## config.mk

```make
export PLATFORM = sky130hd
export DESIGN_NAME = mem_arbiter
export DESIGN_NICKNAME = d
export VERILOG_FILES = /design/src/rtl/mem_arbiter_pkg.sv /design/src/rtl/mem_arb_pick.sv /design/src/rtl/mem_arbiter.sv
export SDC_FILE = /design/constraint.sdc
export NUM_CORES = 1
export LEC_CHECK = 0
export BUFFER_PORTS_ARGS = -buffer_cell sky130_fd_sc_hd__buf_2
export CAP_MARGIN = 20
export CORE_AREA = 2 2 286 288
export CTS_CLUSTER_SIZE = 40
export DETAILED_ROUTE_END_ITERATION = 16
export DIE_AREA = 0 0 288 290
export PLACE_DENSITY = 0.3
export SYNTH_ARGS = -nofsm -noshare
export SYNTH_HDL_FRONTEND = slang
export SYNTH_SLANG_ARGS = --single-unit
export TNS_END_PERCENT = 100
```

## constraint.sdc

```tcl
create_clock -name clk -period 1.6 [get_ports clk]
set_input_delay 0.32 -clock clk [delete_from_list [all_inputs] [get_ports clk]]
set_output_delay 0.32 -clock clk [all_outputs]
set_load 0.02 [all_outputs]
```

## src/rtl/mem_arbiter_pkg.sv

```systemverilog
// Shared definitions for the I/D memory-port arbiter: FSM states, owner
// encoding, arbitration-mode encodings and a saturating counter helper.
package mem_arbiter_pkg;

    typedef enum logic [1:0] {
        ARB_IDLE = 2'd0,
        ARB_BUSY = 2'd1,
        ARB_DONE = 2'd2
    } arb_state_e;

    localparam logic OWN_I = 1'b0;
    localparam logic OWN_D = 1'b1;

    localparam int unsigned PRIO_RR      = 0;  // round-robin between I and D
    localparam int unsigned PRIO_FIXED_D = 1;  // D always beats I

    localparam int unsigned STAT_W = 32;

    // Increment that sticks at all-ones instead of wrapping
    function automatic logic [STAT_W-1:0] sat_inc(input logic [STAT_W-1:0] v);
        return (v == '1) ? v : v + STAT_W'(1);
    endfunction

endpackage

```

## src/rtl/mem_arb_pick.sv

```systemverilog
// Winner selection for the memory arbiter. Purely combinational; the result
// is only meaningful while at least one side is pending.
module mem_arb_pick
    import mem_arbiter_pkg::*;
#(
    parameter int unsigned PRIO_MODE = PRIO_RR
) (
    input  logic i_pend,
    input  logic d_pend,
    input  logic last_owner,
    output logic grant_d
);

    // D wins when it is alone, has fixed priority, or I owned the port last
    always_comb begin
        grant_d = 1'b0;
        if (d_pend) begin
            if (!i_pend) begin
                grant_d = 1'b1;
            end else if (PRIO_MODE == PRIO_FIXED_D) begin
                grant_d = 1'b1;
            end else begin
                grant_d = (last_owner == OWN_I);
            end
        end
    end

endmodule

```

## src/rtl/mem_arbiter.sv

```systemverilog
// Shares one 128-bit external memory port between the I-cache (read-only)
// and D-cache (read/write) sides. One transaction at a time; the memory-side
// outputs are registered, the completion pulse goes to the owner only.
// Optional statistics counters are built when MEM_ARB_STAT_EN is defined.
module mem_arbiter
    import mem_arbiter_pkg::*;
#(
    parameter int unsigned PRIO_MODE = PRIO_RR,
    parameter int unsigned ADDR_W    = 28,
    parameter int unsigned LINE_W    = 128
) (
    input  logic              clk,
    input  logic              proc_reset,
    input  logic              i_mem_read,
    input  logic [ADDR_W-1:0] i_mem_addr,
    output logic [LINE_W-1:0] i_mem_rdata,
    output logic              i_mem_ready,
    input  logic              d_mem_read,
    input  logic              d_mem_write,
    input  logic [ADDR_W-1:0] d_mem_addr,
    input  logic [LINE_W-1:0] d_mem_wdata,
    output logic [LINE_W-1:0] d_mem_rdata,
    output logic              d_mem_ready,
    output logic              mem_read,
    output logic              mem_write,
    output logic [ADDR_W-1:0] mem_addr,
    output logic [LINE_W-1:0] mem_wdata,
    input  logic [LINE_W-1:0] mem_rdata,
    input  logic              mem_ready
`ifdef MEM_ARB_STAT_EN
    ,
    output logic [STAT_W-1:0] i_grant_count,
    output logic [STAT_W-1:0] d_grant_count,
    output logic [STAT_W-1:0] i_wait_cycles,
    output logic [STAT_W-1:0] d_wait_cycles
`endif
);

    arb_state_e        state_q, state_d;
    logic              owner_q, owner_d;
    logic              last_owner_q, last_owner_d;
    logic              mem_read_q, mem_read_d;
    logic              mem_write_q, mem_write_d;
    logic [ADDR_W-1:0] mem_addr_q, mem_addr_d;
    logic [LINE_W-1:0] mem_wdata_q, mem_wdata_d;

    logic i_pend;
    logic d_pend;
    logic grant_d;
    logic done_now;

    assign i_pend = i_mem_read;
    assign d_pend = d_mem_read | d_mem_write;

    mem_arb_pick #(
        .PRIO_MODE (PRIO_MODE)
    ) u_pick (
        .i_pend     (i_pend),
        .d_pend     (d_pend),
        .last_owner (last_owner_q),
        .grant_d    (grant_d)
    );

    // Next state: grant in IDLE, hold the port in BUSY until memory completes,
    // then one DONE cycle so a requester's late-dropping request is not re-granted
    always_comb begin
        state_d      = state_q;
        owner_d      = owner_q;
        last_owner_d = last_owner_q;
        mem_read_d   = mem_read_q;
        mem_write_d  = mem_write_q;
        mem_addr_d   = mem_addr_q;
        mem_wdata_d  = mem_wdata_q;
        case (state_q)
            ARB_IDLE: begin
                if (i_pend || d_pend) begin
                    state_d = ARB_BUSY;
                    if (grant_d) begin
                        owner_d     = OWN_D;
                        mem_addr_d  = d_mem_addr;
                        mem_wdata_d = d_mem_wdata;
                        // An illegal read+write from D is issued as a write
                        mem_write_d = d_mem_write;
                        mem_read_d  = d_mem_read & ~d_mem_write;
                    end else begin
                        owner_d     = OWN_I;
                        mem_addr_d  = i_mem_addr;
                        mem_wdata_d = '0;
                        mem_write_d = 1'b0;
                        mem_read_d  = 1'b1;
                    end
                end
            end
            ARB_BUSY: begin
                if (mem_ready) begin
                    mem_read_d   = 1'b0;
                    mem_write_d  = 1'b0;
                    last_owner_d = owner_q;
                    state_d      = ARB_DONE;
                end
            end
            ARB_DONE: begin
                state_d = ARB_IDLE;
            end
            default: begin
                state_d = ARB_IDLE;
            end
        endcase
    end

    // FSM and registered memory-port outputs
    always_ff @(posedge clk) begin
        if (proc_reset) begin
            state_q      <= ARB_IDLE;
            owner_q      <= OWN_I;
            last_owner_q <= OWN_I;
            mem_read_q   <= 1'b0;
            mem_write_q  <= 1'b0;
            mem_addr_q   <= '0;
            mem_wdata_q  <= '0;
        end else begin
            state_q      <= state_d;
            owner_q      <= owner_d;
            last_owner_q <= last_owner_d;
            mem_read_q   <= mem_read_d;
            mem_write_q  <= mem_write_d;
            mem_addr_q   <= mem_addr_d;
            mem_wdata_q  <= mem_wdata_d;
        end
    end

    // Completion is forwarded only while BUSY; a reset abandons the transfer
    assign done_now    = (state_q == ARB_BUSY) && mem_ready && !proc_reset;
    assign i_mem_ready = done_now && (owner_q == OWN_I);
    assign d_mem_ready = done_now && (owner_q == OWN_D);

    // Both sides see the memory data; each qualifies it with its own ready
    assign i_mem_rdata = mem_rdata;
    assign d_mem_rdata = mem_rdata;

    assign mem_read  = mem_read_q;
    assign mem_write = mem_write_q;
    assign mem_addr  = mem_addr_q;
    assign mem_wdata = mem_wdata_q;

    // Flag the illegal simultaneous D read and write in simulation
    always_ff @(posedge clk) begin
        if (!proc_reset) begin
            assert (!(d_mem_read && d_mem_write))
            else $error("mem_arbiter: d_mem_read and d_mem_write asserted together");
        end
    end

`ifdef MEM_ARB_STAT_EN
    logic [STAT_W-1:0] i_gnt_q, i_gnt_d;
    logic [STAT_W-1:0] d_gnt_q, d_gnt_d;
    logic [STAT_W-1:0] i_wait_q, i_wait_d;
    logic [STAT_W-1:0] d_wait_q, d_wait_d;
    logic              i_waiting;
    logic              d_waiting;

    // A side waits while pending but not owning (or about to own) the port;
    // the DONE cycle is not counted
    always_comb begin
        i_waiting = 1'b0;
        d_waiting = 1'b0;
        case (state_q)
            ARB_IDLE: begin
                i_waiting = i_pend && grant_d;
                d_waiting = d_pend && !grant_d;
            end
            ARB_BUSY: begin
                i_waiting = i_pend && (owner_q == OWN_D);
                d_waiting = d_pend && (owner_q == OWN_I);
            end
            default: begin
                i_waiting = 1'b0;
                d_waiting = 1'b0;
            end
        endcase
        i_gnt_d  = i_gnt_q;
        d_gnt_d  = d_gnt_q;
        i_wait_d = i_waiting ? sat_inc(i_wait_q) : i_wait_q;
        d_wait_d = d_waiting ? sat_inc(d_wait_q) : d_wait_q;
        if ((state_q == ARB_IDLE) && (i_pend || d_pend)) begin
            if (grant_d) begin
                d_gnt_d = sat_inc(d_gnt_q);
            end else begin
                i_gnt_d = sat_inc(i_gnt_q);
            end
        end
    end

    // Statistics registers
    always_ff @(posedge clk) begin
        if (proc_reset) begin
            i_gnt_q  <= '0;
            d_gnt_q  <= '0;
            i_wait_q <= '0;
            d_wait_q <= '0;
        end else begin
            i_gnt_q  <= i_gnt_d;
            d_gnt_q  <= d_gnt_d;
            i_wait_q <= i_wait_d;
            d_wait_q <= d_wait_d;
        end
    end

    assign i_grant_count = i_gnt_q;
    assign d_grant_count = d_gnt_q;
    assign i_wait_cycles = i_wait_q;
    assign d_wait_cycles = d_wait_q;
`endif

endmodule

```

* Yosys cells after proc, flatten, opt, wreduce, memory -nomap -nowiden
Index checks and enable logic that the tools add are counted.
Operators by class: equal/unequal tests 3, muxes and demuxes 15, bitwise gates (word level) 5, reduce and logical (&&, ||, !) cells 12
Operators with widths (number):
- $mux 128 | 1
- $mux 28 | 1
- $mux 1 | 8
- $reduce_and 2->1 | 3
- $logic_and 1x1->1 | 4
- $mux 2 | 2
- $ne 2x2->1 const B | 2
- $pmux 1 s2 | 2
- $pmux 2 s2 | 1
- $not 1->1 | 3
- $reduce_and 3->1 | 1
- $eq 2x1->1 const B | 1
- $logic_not 2->1 | 1
- $reduce_bool 2->1 | 1
- $and 1x1->1 | 1
- $logic_not 1->1 | 1
- $logic_or 1x1->1 | 1
- $or 1x1->1 | 1
Word-level totals: bits in registers 162, output and inout port bits 416, word-level logic and storage cells 42

* Depth between registers and ports, before layout
word-level depth 6, depth in mapped cells 6, gate-level depth less buffers 3

* Hierarchy
A second synthesis with hierarchy kept.
Unflattened totals: cell total of the unflattened synthesis 1014, area total of the unflattened synthesis 8608.3 um^2
By module, submodules not included:
- mem_arbiter | instances 1, cells each 1013, area an instance 8597.0 um^2, seq. area each 3243.1 um^2
- mem_arb_pick | instances 1, cells each 1, area an instance 11.3 um^2, seq. area each 0.0 um^2

* Least setup slack after synthesis
OpenSTA, ideal clock, no wires.
path type input -> output, start in proc_reset, end out i_mem_ready, arrival time 1.202 ns, required time 1.280 ns, setup slack 0.078 ns, stages 3, path through clkbuf_1 -> clkbuf_1 -> nor3_1
Between the ends: longest elaborated chain between the ends 3
RTL lines:
- start, declared | line mem_arbiter.sv:13 | input logic proc_reset,
- $logic_not 1->1
- $logic_and 1x1->1 | line mem_arbiter.sv:133 | assign done_now = (state_q == ARB_BUSY) && mem_ready && !proc_reset;
- $logic_and 1x1->1 | line mem_arbiter.sv:134 | assign i_mem_ready = done_now && (owner_q == OWN_I);
- end, declared | line mem_arbiter.sv:17 | output logic i_mem_ready,
Every way passes these cells.

* Worst setup path in the final report
start reg state_q[1], end out d_mem_ready
Between the ends: longest elaborated chain between the ends 4
RTL lines:
- start, declared | line mem_arbiter.sv:39 | arb_state_e state_q, state_d;
- start signal, assigned | line mem_arbiter.sv:122 | state_q <= state_d;
- $eq 2x1->1 | line mem_arbiter.sv:133
- $logic_and 1x1->1 (2 in a row) | line mem_arbiter.sv:133
- $logic_and 1x1->1 | line mem_arbiter.sv:135 | assign d_mem_ready = done_now && (owner_q == OWN_D);
- end, declared | line mem_arbiter.sv:23 | output logic d_mem_ready,
Every way passes these cells.

==> results.toml <==
[place]
place_hpwl_um = 24700
gp_congestion = 0.718
portBuffers = 349
placed_cell_area_sq_um = 9650
place_ws_ns = -0.0899

[yosys]
synthMuxAreaShare_pct = 0.121
netlist_area_sq_um = 8260
synth_fa_ha_area_share_pct = 0
synth_simple_gate_area_share_pct = 11.5
ys_ff_latch = 162
syn_area_per_cell_sq_um = 8.03
yosysSeqAreaShare_pct = 39.3
yosys.cell_types.count = 26
synth-xor-area-share_pct = 0
synth_compound_area_share_pct = 21.1
synth_cells = 1028
synth_top_family_by_area = "buffers and inverters"
synthesis.nets = 1346
yosysWarnings = 0

[die]
die_w_um = 288
dieArea_sq_um = 83500
initial_core_util_pct = 10.3
coreArea_sq_um = 80200
ios = 734
num_rows = 104
die_h_um = 290

[clock_tree]
clkTransAtPathRegs_ns = 0.08
cts_tree = "done"
clk-insertion-delay-late_ns = 0.49
h-tree-depth = 4
cts_sinks = 162
cts.path.max_buffers = 2
cts_made_buffers = 17
cts_root_buf = "clkbuf_16"

[worst_setup_path]
slowest_delay_ns = 0.32
crit_path_top_delay_cell = "dfxtp_2"
crit_family = "simple AND/OR/NAND/NOR gates"
criticalPathCategory = "reg -> out"
start_kind = "flop"
cp_num_buf_inv = 1
crit_path_end_kind = "primary output"
arrival_ns = 1.45
crit_chain = "nand3b_1 -> nor2_2 -> and2_4 -> buf_6"
critPathMaxFanout = 3
required_ns = 1.28

[route]
drtIter0Drc = 234
drc = 0
wl_um = 41500
first_pass_iters = 7
vias = 7757
wl_per_cell_um = 18.7
viasPerCell = 3.48
ant_nets = 0

[cells_and_area]
multi_input_area_sq_um = 3750
fill_cells = 9257
nNetsFinal = 1473
finalInstanceArea_sq_um = 12300
area_growth_pct = 49.4
n_antenna_cell = 0
post_route_cells_drive_above_1_share_pct = 58.6
seqCellArea_sq_um = 3250

[sta]
hold_viol = 0
worst_slack_ns = -0.167
max_freq_mhz = 566
setup_violations = 64
finalWorstPathRequiredPeriod_ns = 1.77
rsz0062_at_grt = "true"
hold_slack_ns = 0.0690
slew_viol_final = 0
post-route-period-util_pct = 110
tns_ns = -1.92
slew-limit-headroom_pct = 58.1
fin_skew_ns = 0.0195
tightest_slew_ns = 0.629

[global_routing]
grt_pass1_wl_um = 49100
grt_use_total_pct = 8.00
grt_overflow = 0
antenna_found_initial = 4
grt_max_degree = 83
grt_pass1_vias = 7588

[status]
violations = "setup timing"
outcome = "finished, violations left"

[power]
power_mw = 13.0
power_density_nw_per_um2 = 1060
leakage_nw = 4.95
ir_drop_uv = 747

[worst_hold_path]
hold_class = "in -> reg"

[job]
drv_cap = 0
worst register-to-register path, cell delays in order, from the launching register on:
cell       delay (ns)
dfxtp_2          0.32
buf_4            0.13
buf_6            0.11
a211oi_4         0.20
buf_4            0.17
buf_6            0.10
buf_12           0.13
clkbuf_16        0.19
nand3_2          0.11
a21oi_2          0.13
final cells by class:
type,count,share of cell area [%]
clock buffer,20,3.62
clock inverter,10,1.30
multi-input combinational,523,30.4
sequential,162,26.3
tap,1060,10.7
timing repair buffer,451,27.7
sequential cells by signal (all words and copies together) (netlist names):
register and flops:
mem_wdata 128, state_q 2, owner_q 1, mem_write 1, last_owner_q 1, mem_read 1, mem_addr 28
routing by layer:
layer / GRT usage (%) / share of wire, % / routed length [um] / vias up
met5: 0.581 / 0.099 / 41 / -
met4: 5.61 / 5.0 / 2090 / 6
met3: 4.61 / 9.9 / 4100 / 110
met2: 12.0 / 44 / 18500 / 435
met1: 8.28 / 41 / 16800 / 3636
li1: - / - / - / 3570
power breakdown:
| part | internal [mW] | switching, mW | leakage [nW] |
|---|---|---|---|
| Combinational | 1.66 | 2.21 | 3.32 |
| Sequential | 4.39 | 0.217 | 1.34 |
| Clock | 2.63 | 1.93 | 0.296 |
stage by stage:
step	instances	util [%]
finish	2226	15.4
global route	2226	15.4
CTS	2182	12.9
detailed placement	2144	12.0
global placement	2144	12.0
floorplan	1028	-
worst paths after layout:
| kind | endpoint | start | depth (start not counted) | slack [ns] |
|---|---|---|---|---|
| worst max-delay path | d_mem_ready | state_q[1]$_SDFFE_PP0P_ | 4 | -0.17 |
| worst min-delay path | mem_wdata[118]$_SDFFE_PP0P_ | d_mem_wdata[118] | 3 | 0.07 |
| worst max register to register | mem_wdata[44]$_SDFFE_PP0P_ | state_q[1]$_SDFFE_PP0P_ | 9 | -0.05 |
| worst min register to register | mem_wdata[24]$_SDFFE_PP0P_ | mem_wdata[24]$_SDFFE_PP0P_ | 2 | 0.46 |
logic make-up after synthesis:
kind of cell | Yosys count
buf+inv | 344
simple gates | 200
compound gates | 321
mux | 1
flops | 162
cell usage in the layout (no fill, tap or decap), types with 3 or more instances in the layout:
cell and instances:
nand3_4 22, o21ai_1 37, buf_4 29, nand2_1 60
dfxtp_1 160, a21oi_2 52, clkinv_2 3, nand3_1 68
bufinv_16 4, a21oi_1 107, buf_12 27, nand3_2 38
o21ai_4 7, buf_16 3, a311oi_1 28, buf_2 346
buf_8 13, buf_6 12, clkbuf_16 37, o21ai_2 71
o21ai_0 14
Yosys cell counts:
master	n	area, sq um
mux2i_1	1	10.0
buf_4	260	1950
nand3b_1	1	7.51
or3_1	1	6.26
nor3_4	1	16.3
o211ai_1	1	7.51
a21oi_1	159	796
a2bb2oi_2	1	15.0
nand3_1	128	641
or3b_2	1	8.76
dfxtp_1	162	3240
clkbuf_1	47	176
o2bb2ai_2	1	15.0
nor2_1	3	11.3
nand2_1	60	225
a211oi_2	1	12.5
buf_1	3	11.3
a311oi_1	28	245
o21ai_0	100	500
nor3_1	1	5.00
a221oi_1	1	8.76
or2_1	2	12.5
and2_1	1	6.26
nor2_4	1	11.3
o21ai_1	29	145
buf_2	34	170
what timing repair did:
item / in CTS / in global routing
gates cloned: 1 / 30
setup endpoints to repair: 29 / 122
setup buffers: 6 / 14
resized for setup: 15 / 356
endpoints found under the hold margin: 1 / 0
pin swaps: 3 / 164
hold buffers: 1 / 0
Note: power is estimated with default switching activity, not from simulation.
